$ cat src/rtl/mixer_pkg.sv
// Shared types and constant helpers for the poly_voice_mixer slice.
package mixer_pkg;

    typedef enum logic [1:0] {
        IDLE,
        ACCUM,
        SAT
    } mix_state_e;

    function automatic int clog2(input int value);
        int r;
        r = 0;
        while ((1 << r) < value) r++;
        return r;
    endfunction

    // Accumulator is sized so that NUM_VOICES full-scale products can never overflow it.
    function automatic int accWidth(input int sampleW, input int gainW, input int numVoices);
        return sampleW + gainW + 1 + clog2(numVoices);
    endfunction

    function automatic int unityGain(input int gainW);
        return 1 << (gainW - 1);
    endfunction

endpackage

$ cat src/rtl/sample_saturate.sv
// Combinational clamp of a wide signed value into an OUT_W-bit signed sample.
module sample_saturate #(
    parameter int IN_W  = 24,
    parameter int OUT_W = 16
) (
    input  logic signed [IN_W-1:0]  value_i,
    output logic signed [OUT_W-1:0] sample_o,
    output logic                    clip_o
);

    localparam logic signed [IN_W-1:0] MAX_V = {{(IN_W-OUT_W+1){1'b0}}, {(OUT_W-1){1'b1}}};
    localparam logic signed [IN_W-1:0] MIN_V = {{(IN_W-OUT_W+1){1'b1}}, {(OUT_W-1){1'b0}}};

    always_comb begin
        sample_o = value_i[OUT_W-1:0];
        clip_o   = 1'b0;
        if (value_i > MAX_V) begin
            sample_o = MAX_V[OUT_W-1:0];
            clip_o   = 1'b1;
        end else if (value_i < MIN_V) begin
            sample_o = MIN_V[OUT_W-1:0];
            clip_o   = 1'b1;
        end
    end

endmodule

$ cat src/rtl/poly_voice_mixer.sv
// Time-multiplexed N-voice gain/enable mixer with saturation and sticky flags.
// Optional master fade ramp enabled by defining MIXER_FADE_EN.
module poly_voice_mixer
    import mixer_pkg::*;
#(
    parameter int NUM_VOICES = 3,
    parameter int SAMPLE_W   = 16,
    parameter int GAIN_W     = 4,
    parameter int MIX_SHIFT  = 1,
    parameter int FADE_STEPS = 64
) (
    input  logic                           clk,
    input  logic                           reset,
    input  logic [NUM_VOICES*SAMPLE_W-1:0] voice_samples,
    input  logic [NUM_VOICES-1:0]          voice_valid,
    input  logic [NUM_VOICES-1:0]          voice_enable,
    input  logic                           gain_we,
    input  logic [2:0]                     gain_addr,
    input  logic [GAIN_W-1:0]              gain_data,
    input  logic                           mix_req,
    input  logic                           mute,
    input  logic                           clear_flags,
    output logic [SAMPLE_W-1:0]            sample_out,
    output logic                           sample_valid,
    output logic                           busy,
    output logic                           clip_flag,
    output logic                           overrun_flag
);

    localparam int ACC_W  = accWidth(SAMPLE_W, GAIN_W, NUM_VOICES);
    localparam int PROD_W = SAMPLE_W + GAIN_W + 1;
    localparam int IDX_W  = (NUM_VOICES > 1) ? clog2(NUM_VOICES) : 1;
    localparam int SHIFT  = GAIN_W - 1 + MIX_SHIFT;
    localparam logic [GAIN_W-1:0] UNITY    = GAIN_W'(unityGain(GAIN_W));
    localparam logic [IDX_W-1:0]  LAST_IDX = IDX_W'(NUM_VOICES - 1);

    logic signed [SAMPLE_W-1:0] hold_q     [NUM_VOICES];
    logic        [GAIN_W-1:0]   gain_q     [NUM_VOICES];
    logic signed [SAMPLE_W-1:0] snap_q     [NUM_VOICES];
    logic        [GAIN_W-1:0]   snapGain_q [NUM_VOICES];
    logic [NUM_VOICES-1:0]      snapEn_q;

    mix_state_e                 state_q;
    logic [IDX_W-1:0]           idx_q;
    logic signed [ACC_W-1:0]    acc_q;
    logic signed [SAMPLE_W-1:0] sampleOut_q;
    logic                       sampleValid_q;
    logic                       clip_q;
    logic                       overrun_q;

    logic signed [PROD_W-1:0]   product;
    logic signed [ACC_W-1:0]    term;
    logic signed [ACC_W-1:0]    shifted;
    logic signed [SAMPLE_W-1:0] clamped;
    logic signed [SAMPLE_W-1:0] outSample;
    logic                       satClip;
    logic                       clipSet;

    always_ff @(posedge clk or posedge reset) begin
        if (reset) begin
            for (int i = 0; i < NUM_VOICES; i++) begin
                hold_q[i] <= '0;
                gain_q[i] <= UNITY;
            end
        end else begin
            for (int i = 0; i < NUM_VOICES; i++) begin
                if (voice_valid[i]) hold_q[i] <= voice_samples[i*SAMPLE_W +: SAMPLE_W];
                if (gain_we && gain_addr == 3'(i)) gain_q[i] <= gain_data;
            end
        end
    end

    // Gain is zero-extended so the product stays a plain signed multiply.
    always_comb begin
        product = PROD_W'(snap_q[idx_q]) * PROD_W'($signed({1'b0, snapGain_q[idx_q]}));
        term    = snapEn_q[idx_q] ? ACC_W'(product) : '0;
        shifted = acc_q >>> SHIFT;
    end

    sample_saturate #(.IN_W(ACC_W), .OUT_W(SAMPLE_W)) uSat (
        .value_i  (shifted),
        .sample_o (clamped),
        .clip_o   (satClip)
    );

`ifdef MIXER_FADE_EN
    localparam int FADE_SH = clog2(FADE_STEPS);
    localparam int LVL_W   = FADE_SH + 1;
    localparam int FP_W    = SAMPLE_W + LVL_W + 1;
    localparam logic [LVL_W-1:0] LVL_MAX = LVL_W'(FADE_STEPS);

    logic [LVL_W-1:0]       level_q;
    logic [LVL_W-1:0]       levelNext;
    logic signed [FP_W-1:0] fadeProd;
    logic signed [FP_W-1:0] fadeShifted;
    logic                   fadeClip;

    // The level used by a mix is the one after this mix's step.
    always_comb begin
        levelNext = level_q;
        if (mute) begin
            if (level_q != '0) levelNext = level_q - LVL_W'(1);
        end else if (level_q != LVL_MAX) begin
            levelNext = level_q + LVL_W'(1);
        end
        fadeProd    = FP_W'(clamped) * FP_W'($signed({1'b0, levelNext}));
        fadeShifted = fadeProd >>> FADE_SH;
    end

    sample_saturate #(.IN_W(FP_W), .OUT_W(SAMPLE_W)) uFadeSat (
        .value_i  (fadeShifted),
        .sample_o (outSample),
        .clip_o   (fadeClip)
    );

    always_ff @(posedge clk or posedge reset) begin
        if (reset) level_q <= LVL_MAX;
        else if (state_q == SAT) level_q <= levelNext;
    end

    // A scaled-down clamp can never exceed the range, so fadeClip is always 0.
    assign clipSet = (state_q == SAT) && (satClip || fadeClip);
`else
    assign outSample = mute ? '0 : clamped;
    assign clipSet   = (state_q == SAT) && satClip;
`endif

    always_ff @(posedge clk or posedge reset) begin
        if (reset) begin
            state_q       <= IDLE;
            idx_q         <= '0;
            acc_q         <= '0;
            snap_q        <= '{default: '0};
            snapGain_q    <= '{default: '0};
            snapEn_q      <= '0;
            sampleOut_q   <= '0;
            sampleValid_q <= 1'b0;
            clip_q        <= 1'b0;
            overrun_q     <= 1'b0;
        end else begin
            sampleValid_q <= 1'b0;
            case (state_q)
                IDLE: begin
                    if (mix_req) begin
                        snap_q     <= hold_q;
                        snapGain_q <= gain_q;
                        snapEn_q   <= voice_enable;
                        acc_q      <= '0;
                        idx_q      <= '0;
                        state_q    <= ACCUM;
                    end
                end
                ACCUM: begin
                    acc_q <= acc_q + term;
                    idx_q <= idx_q + IDX_W'(1);
                    if (idx_q == LAST_IDX) state_q <= SAT;
                end
                SAT: begin
                    sampleOut_q   <= outSample;
                    sampleValid_q <= 1'b1;
                    state_q       <= IDLE;
                end
                default: state_q <= IDLE;
            endcase

            // Sticky flags: a set event in the same cycle beats clear_flags.
            if (clipSet) clip_q <= 1'b1;
            else if (clear_flags) clip_q <= 1'b0;
            if (mix_req && state_q != IDLE) overrun_q <= 1'b1;
            else if (clear_flags) overrun_q <= 1'b0;
        end
    end

    assign sample_out   = sampleOut_q;
    assign sample_valid = sampleValid_q;
    assign busy         = (state_q != IDLE);
    assign clip_flag    = clip_q;
    assign overrun_flag = overrun_q;

endmodule

$ cat config.mk
export PLATFORM = sky130hd
export DESIGN_NAME = poly_voice_mixer
export DESIGN_NICKNAME = d
export VERILOG_FILES = /design/src/rtl/mixer_pkg.sv /design/src/rtl/sample_saturate.sv /design/src/rtl/poly_voice_mixer.sv
export SDC_FILE = /design/constraint.sdc
export NUM_CORES = 1
export LEC_CHECK = 0
export CORE_MARGIN = 2
export CORE_UTILIZATION = 59
export DETAILED_ROUTE_END_ITERATION = 8
export PLACE_DENSITY = 0.81
export RECOVER_POWER = 50
export SKIP_CTS_REPAIR_TIMING = 1
export SYNTH_ARGS = -nofsm -noshare
export SYNTH_HDL_FRONTEND = slang
export SYNTH_SLANG_ARGS = --single-unit
$ cat constraint.sdc
create_clock -name clk -period 7.6 [get_ports clk]
set_input_delay 1.14 -clock clk [delete_from_list [all_inputs] [get_ports clk]]
set_output_delay 1.14 -clock clk [all_outputs]
set_load 0.05 [all_outputs]
Word level (Yosys, flattened, before mapping)
Index checks and enable logic that the tools add are counted.
{"block": "totals", "word_cells": 74, "ff_bits": 169}
{"block": "op_classes", "addsub": 2, "mux": 25, "mul": 1, "n_reduce_logical": 14, "n_lt_le_gt_ge": 4, "n_eq_ne": 7, "n_bitwise": 1}
{"op": "two-way mux 16 bit", "count": 5}
{"op": "two-way mux 23 bit", "count": 2}
{"op": "one-hot mux 23 bit (2 select lines)", "count": 1}
{"op": "binary-select mux 16 bit (select 2 bit)", "count": 1}
{"op": "adder 23 bit", "count": 1}
{"op": "multiplier 16 x 5 -> 21 bit", "count": 1}
{"op": "> comparator 19 x 16 -> 1 bit (second input constant)", "count": 1}
{"op": "< comparator 19 x 16 -> 1 bit (second input constant)", "count": 1}
{"op": "binary-select mux 4 bit (select 2 bit)", "count": 1}
{"op": "two-way mux 4 bit", "count": 2}
{"op": "one-hot mux 2 bit (2 select lines)", "count": 2}
{"op": "nonzero test 2 bit", "count": 4}
{"op": "two-way mux 1 bit", "count": 7}
{"op": "two-way mux 2 bit", "count": 3}
{"op": "AND reduction 2 bit", "count": 3}
{"op": "logical AND 1 bit", "count": 5}
{"op": "equality test 2 bit (second input constant)", "count": 2}
{"op": "inequality test 2 bit (second input constant)", "count": 2}
{"op": "equality test 3 x 1 -> 1 bit (second input constant)", "count": 1}
{"op": "equality test 3 x 2 -> 1 bit (second input constant)", "count": 1}
{"op": ">= comparator 3 bit (second input constant)", "count": 1}
{"op": "logical NOT 3 bit", "count": 1}
{"op": "< comparator 2 x 3 -> 1 bit (second input constant)", "count": 1}
{"op": "NOT 2 -> 3 bit", "count": 1}
{"op": "4 further kinds", "count": 4}

Depth between registers and ports, before layout
{"block": "depth", "word_depth": 8, "mapped_depth": 29}

Cells and area by module
From an unflattened synthesis, not the netlist that was laid out.
{"block": "unflattened", "cells_unflattened": 1020, "hier_area_um2": 10595.2}
{"module": "poly_voice_mixer", "area_per_inst_um2": 10241.1, "seq_area_each_um2": 4232.8, "instances": 1, "cells_each": 975}
{"module": "sample_saturate", "area_per_inst_um2": 354.1, "seq_area_each_um2": 0.0, "instances": 1, "cells_each": 45}

Least setup slack after synthesis
OpenSTA, ideal clock, no wires.
{"block": "synth_path", "path_kind": "register -> register", "from": "register idx_q[1]", "to": "register acc_q[22]", "path_stages_with_launch": 29, "required_time_ns": 7.520, "period_less_slack_ns": 6.634, "slack_ns": 0.966, "arrival_time_ns": 6.554, "path_cell_list": "dfrtp_1 buf_6 clkbuf_1 mux2i_1 o22a_1 clkbuf_1 nor2_1 ha_1 fa_1 inv_1 fa_1 inv_1 ha_1 a21oi_1 nand4_1 o21a_1 a21o_1 a21oi_1 xor2_1 nor2_1 ha_1 a21o_1 a21oi_1 o21ai_0 o41ai_1 o211ai_1 or4_4 and2_4 o211ai_2"}
{"block": "synth_via", "elab_chain_cells": 8, "word_cells_on_any_way": 13}
{"item": "from (decl)", "line": "poly_voice_mixer.sv:44", "source": "logic [IDX_W-1:0] idx_q;"}
{"item": "from (signal assigned)", "line": "poly_voice_mixer.sv:155", "source": "idx_q <= idx_q + IDX_W'(1);"}
{"item": "NOT 2 -> 3 bit (not written as such)", "line": "poly_voice_mixer.sv:75", "source": "product = PROD_W'(snap_q[idx_q]) * PROD_W'($signed({1'b0, snapGain_q[idx_q]}));"}
{"item": "binary-select mux 16 bit (select 2 bit) / binary-select mux 4 bit (select 2 bit) (equally long branches)", "line": "poly_voice_mixer.sv:75"}
{"item": "two-way mux 16 bit (not written as such) / two-way mux 4 bit (equally long branches) (2 in series)", "line": "poly_voice_mixer.sv:75"}
{"item": "multiplier 16 x 5 -> 21 bit", "line": "poly_voice_mixer.sv:75"}
{"item": "two-way mux 23 bit (*)", "line": "poly_voice_mixer.sv:76", "source": "term = snapEn_q[idx_q] ? ACC_W'(product) : '0;"}
{"item": "adder 23 bit (*)", "line": "poly_voice_mixer.sv:154", "source": "acc_q <= acc_q + term;"}
{"item": "one-hot mux 23 bit (2 select lines) (*)", "line": "poly_voice_mixer.sv:142", "source": "case (state_q)"}
{"item": "to (signal assigned)", "line": "poly_voice_mixer.sv:154"}
{"item": "to (decl)", "line": "poly_voice_mixer.sv:45", "source": "logic signed [ACC_W-1:0] acc_q;"}
Every way passes the cells marked *; elsewhere a longest branch is shown, timed or not. The select of a mux whose other input is x is not followed.
A chain may end at the register's enable or synchronous reset.

Worst setup path after layout
{"block": "layout_path", "from": "register idx_q[1]", "to": "register acc_q[21]"}
Same word-level chain as after synthesis.

==> impl_metrics.ini <==
[logic_synthesis]
synth_edf_count = 0
mappedNetlistNets = 1148
syn_area_per_cell_um2 = 10.4
synth_cells = 984
synth_area_leaders = dfrtp_1, mux2_2, ha_1
synth_seq_area_share_pct = 41.4
ys_ff_latch = 169
yosysMostFrequentCell = dfrtp_1
netlist.area_leader.share_pct = 40.6
yosysWarnings = 0
async_flop_share_pct = 100
synth_top_area_cell = dfrtp_1
synth_common_cells = dfrtp_1, mux2_2, nor2_1, inv_1, nand2_1
syn-cell-area_um2 = 10200
yosysUniqueCellTypes = 60
ys.flop_type = dfrtp_1

[status]
status = finished, violations left
violations = max-capacitance violations, max-slew violations

[clock_tree]
cts_made_buffers = 17
root_buffer = clkbuf_16
clock_latency_ps = 440
clk_path_buf_depth = 2
clk_pin_slew_ps = 70
clock_sinks = 169
cts_tree = built
htreeDepth = 4

[detailed_routing]
drtIter0Drc = 375
drc = 0
vias_per_cell = 5.64
wirelength_mm = 20.3
vias = 7316
ant_nets = 0
wl_per_cell_um = 15.7
drt-pass1-iter-count = 7

[timing]
setup-violations-final = 0
post-route-period-util_pct = 91.1
max_freq_ghz = 0.144
max_slew.worst_pin.slew_ps = 4250
fin_setup_tns_ps = 0
rsz0062_at_grt = no
slew_viol_final = 130
min_period_ps = 6920
relSlewSlack_pct = -185
final_hold_viol_count = 0
fin_skew_ps = 8.13
worst_slack_ps = 678

[floorplan]
die_h_um = 136
io_pins = 87
rows = 48
core-area_um2 = 17100
die_area_um2 = 18400
dieWidth_um = 136
start_util_pct = 59.8

[place]
place_inst = 1266
place_hpwl_mm = 14.7
dp_slack_ps = 713
gp_congestion = 0.941
port_buffers = 86

[global_route]
gr-total-overflow = 0
grtUsageTotal_pct = 23.5
grt_max_degree = 101
grt_pass1_vias = 7248
antenna_found_initial = 0
grt_pass1_wl_mm = 34.4

[critical_path]
worstPathArrival_ps = 7230
cpPeakStageDelay_ps = 540
crit_path_end_kind = flip-flop
cpMaxStageDelayCell = fa_1
cp_num_buf_inv = 3
startpoint_type = flip-flop
cp_common_cell = ha_1
required_ps = 7910
critPathTopFamily = compound AO/OA/AOI/OAI gates
path_class = reg -> reg
crit_path_max_fanout = 29

[finish]
drive_above_1_share_pct = 17.5
areaGrowthSynthToFinish_pct = 16.4
nets = 1224
stdcell_count = 1298
antennaDiodeCount = 0

[hold_path]
hp-class = reg -> reg

[flow_run]
timing.max_cap.violations = 2
## metal layers
metal | vias to the layer above | GRT usage (%) | share of wire, %
met5 | - | 0 | 0
met4 | 0 | 7.52 | 2.0
met3 | 36 | 4.79 | 5.4
met2 | 211 | 38.9 | 48
met1 | 3553 | 31.3 | 45
li1 | 3516 | - | -
## layout make-up
cell class                 instances  area (µm²)
fill                            1255        5210
clock inverter                    14         183
sequential                       169        4230
inverter                          86         324
multi-input combinational        691        5520
clock buffer                      18         439
timing repair buffer              95         925
tap                              225         282
## stage by stage
| stage | hold slack [ps] | cell area, µm² | utilization (%) |
|---|---|---|---|
| 3_3_place_gp | 448 | 11300 | 66.0 |
| 5_1_grt | 481 | 11900 | 69.6 |
| 4_1_cts | 470 | 11900 | 69.7 |
| 6_report | 464 | 11900 | 69.6 |
| 2_1_floorplan | 475 | 10200 | - |
| 3_5_place_dp | 455 | 11300 | 66.0 |
## worst reg2reg max path, stage by stage, from the launching register on
cell and delay, ps:
dfrtp_1 320, buf_4 390, mux2i_1 280, o22a_1 490, nor2_1 110, ha_1 300
inv_1 60, fa_1 500, fa_1 540, inv_1 40, ha_1 330, a21oi_1 220
o311ai_1 180, or2_2 330, a21o_1 180, a21oi_1 200, xor2_1 160, nor2_1 60
ha_1 390, and4_1 230, and2_1 130, a32oi_1 140, a211oi_1 420, a41oi_1 290
o21ai_0 270, xnor2_1 130, o21ai_0 90
## path summary, 6_finish.rpt
check	depth (start not counted)	slack, ps	startpoint	to
setup / recovery	26	680	idx_q[1]	acc_q[21]
setup reg to reg	26	680	idx_q[1]	acc_q[21]
max in group asynchronous	3	2920	reset	snap_q[26]
min in group asynchronous	2	2450	reset	sample_out[0]
hold reg to reg	2	460	sample_out[12]	sample_out[12]
hold / removal	2	460	sample_out[12]	sample_out[12]
## cells in the final DEF, fill, tap and decap left out, types with 8 or more instances in the layout
master and count:
inv_1 85, nand3_1 11, o22ai_1 19, clkbuf_16 17, o21ai_0 43, clkdlybuf4s50_1 79, ha_1 63, nor3_1 10
a21oi_1 51, nor2_1 104, fa_1 34, a21o_1 11, mux2_2 122, xor2_1 13, or2_2 14, nand2_1 78
mux2i_1 20, xnor2_1 19, buf_4 8, dfrtp_1 166
## cell families after synthesis
kind of cell,count (synthesis),share of synthesized area (%)
AND/OR/NAND/NOR,251,11.0
flip-flops,169,41.4
AO/OA/AOI/OAI,167,10.2
multiplexers,144,15.6
buffers and inverters,124,4.65
adder cells (fa/ha/maj),97,14.4
XOR/XNOR,32,2.74
## state kept, by name, indices dropped and copies added (netlist names)
register,flops
state_q,2
snapGain_q,12
snap_q,48
snapEn_q,3
idx_q,2
clip_flag,1
overrun_flag,1
hold_q,48
gain_q,12
sample_out,16
acc_q,23
sample_valid,1
Power is left out: the tool's default activity adds up to more than one toggle a clock period on the data nets, which glitch-free logic cannot reach.
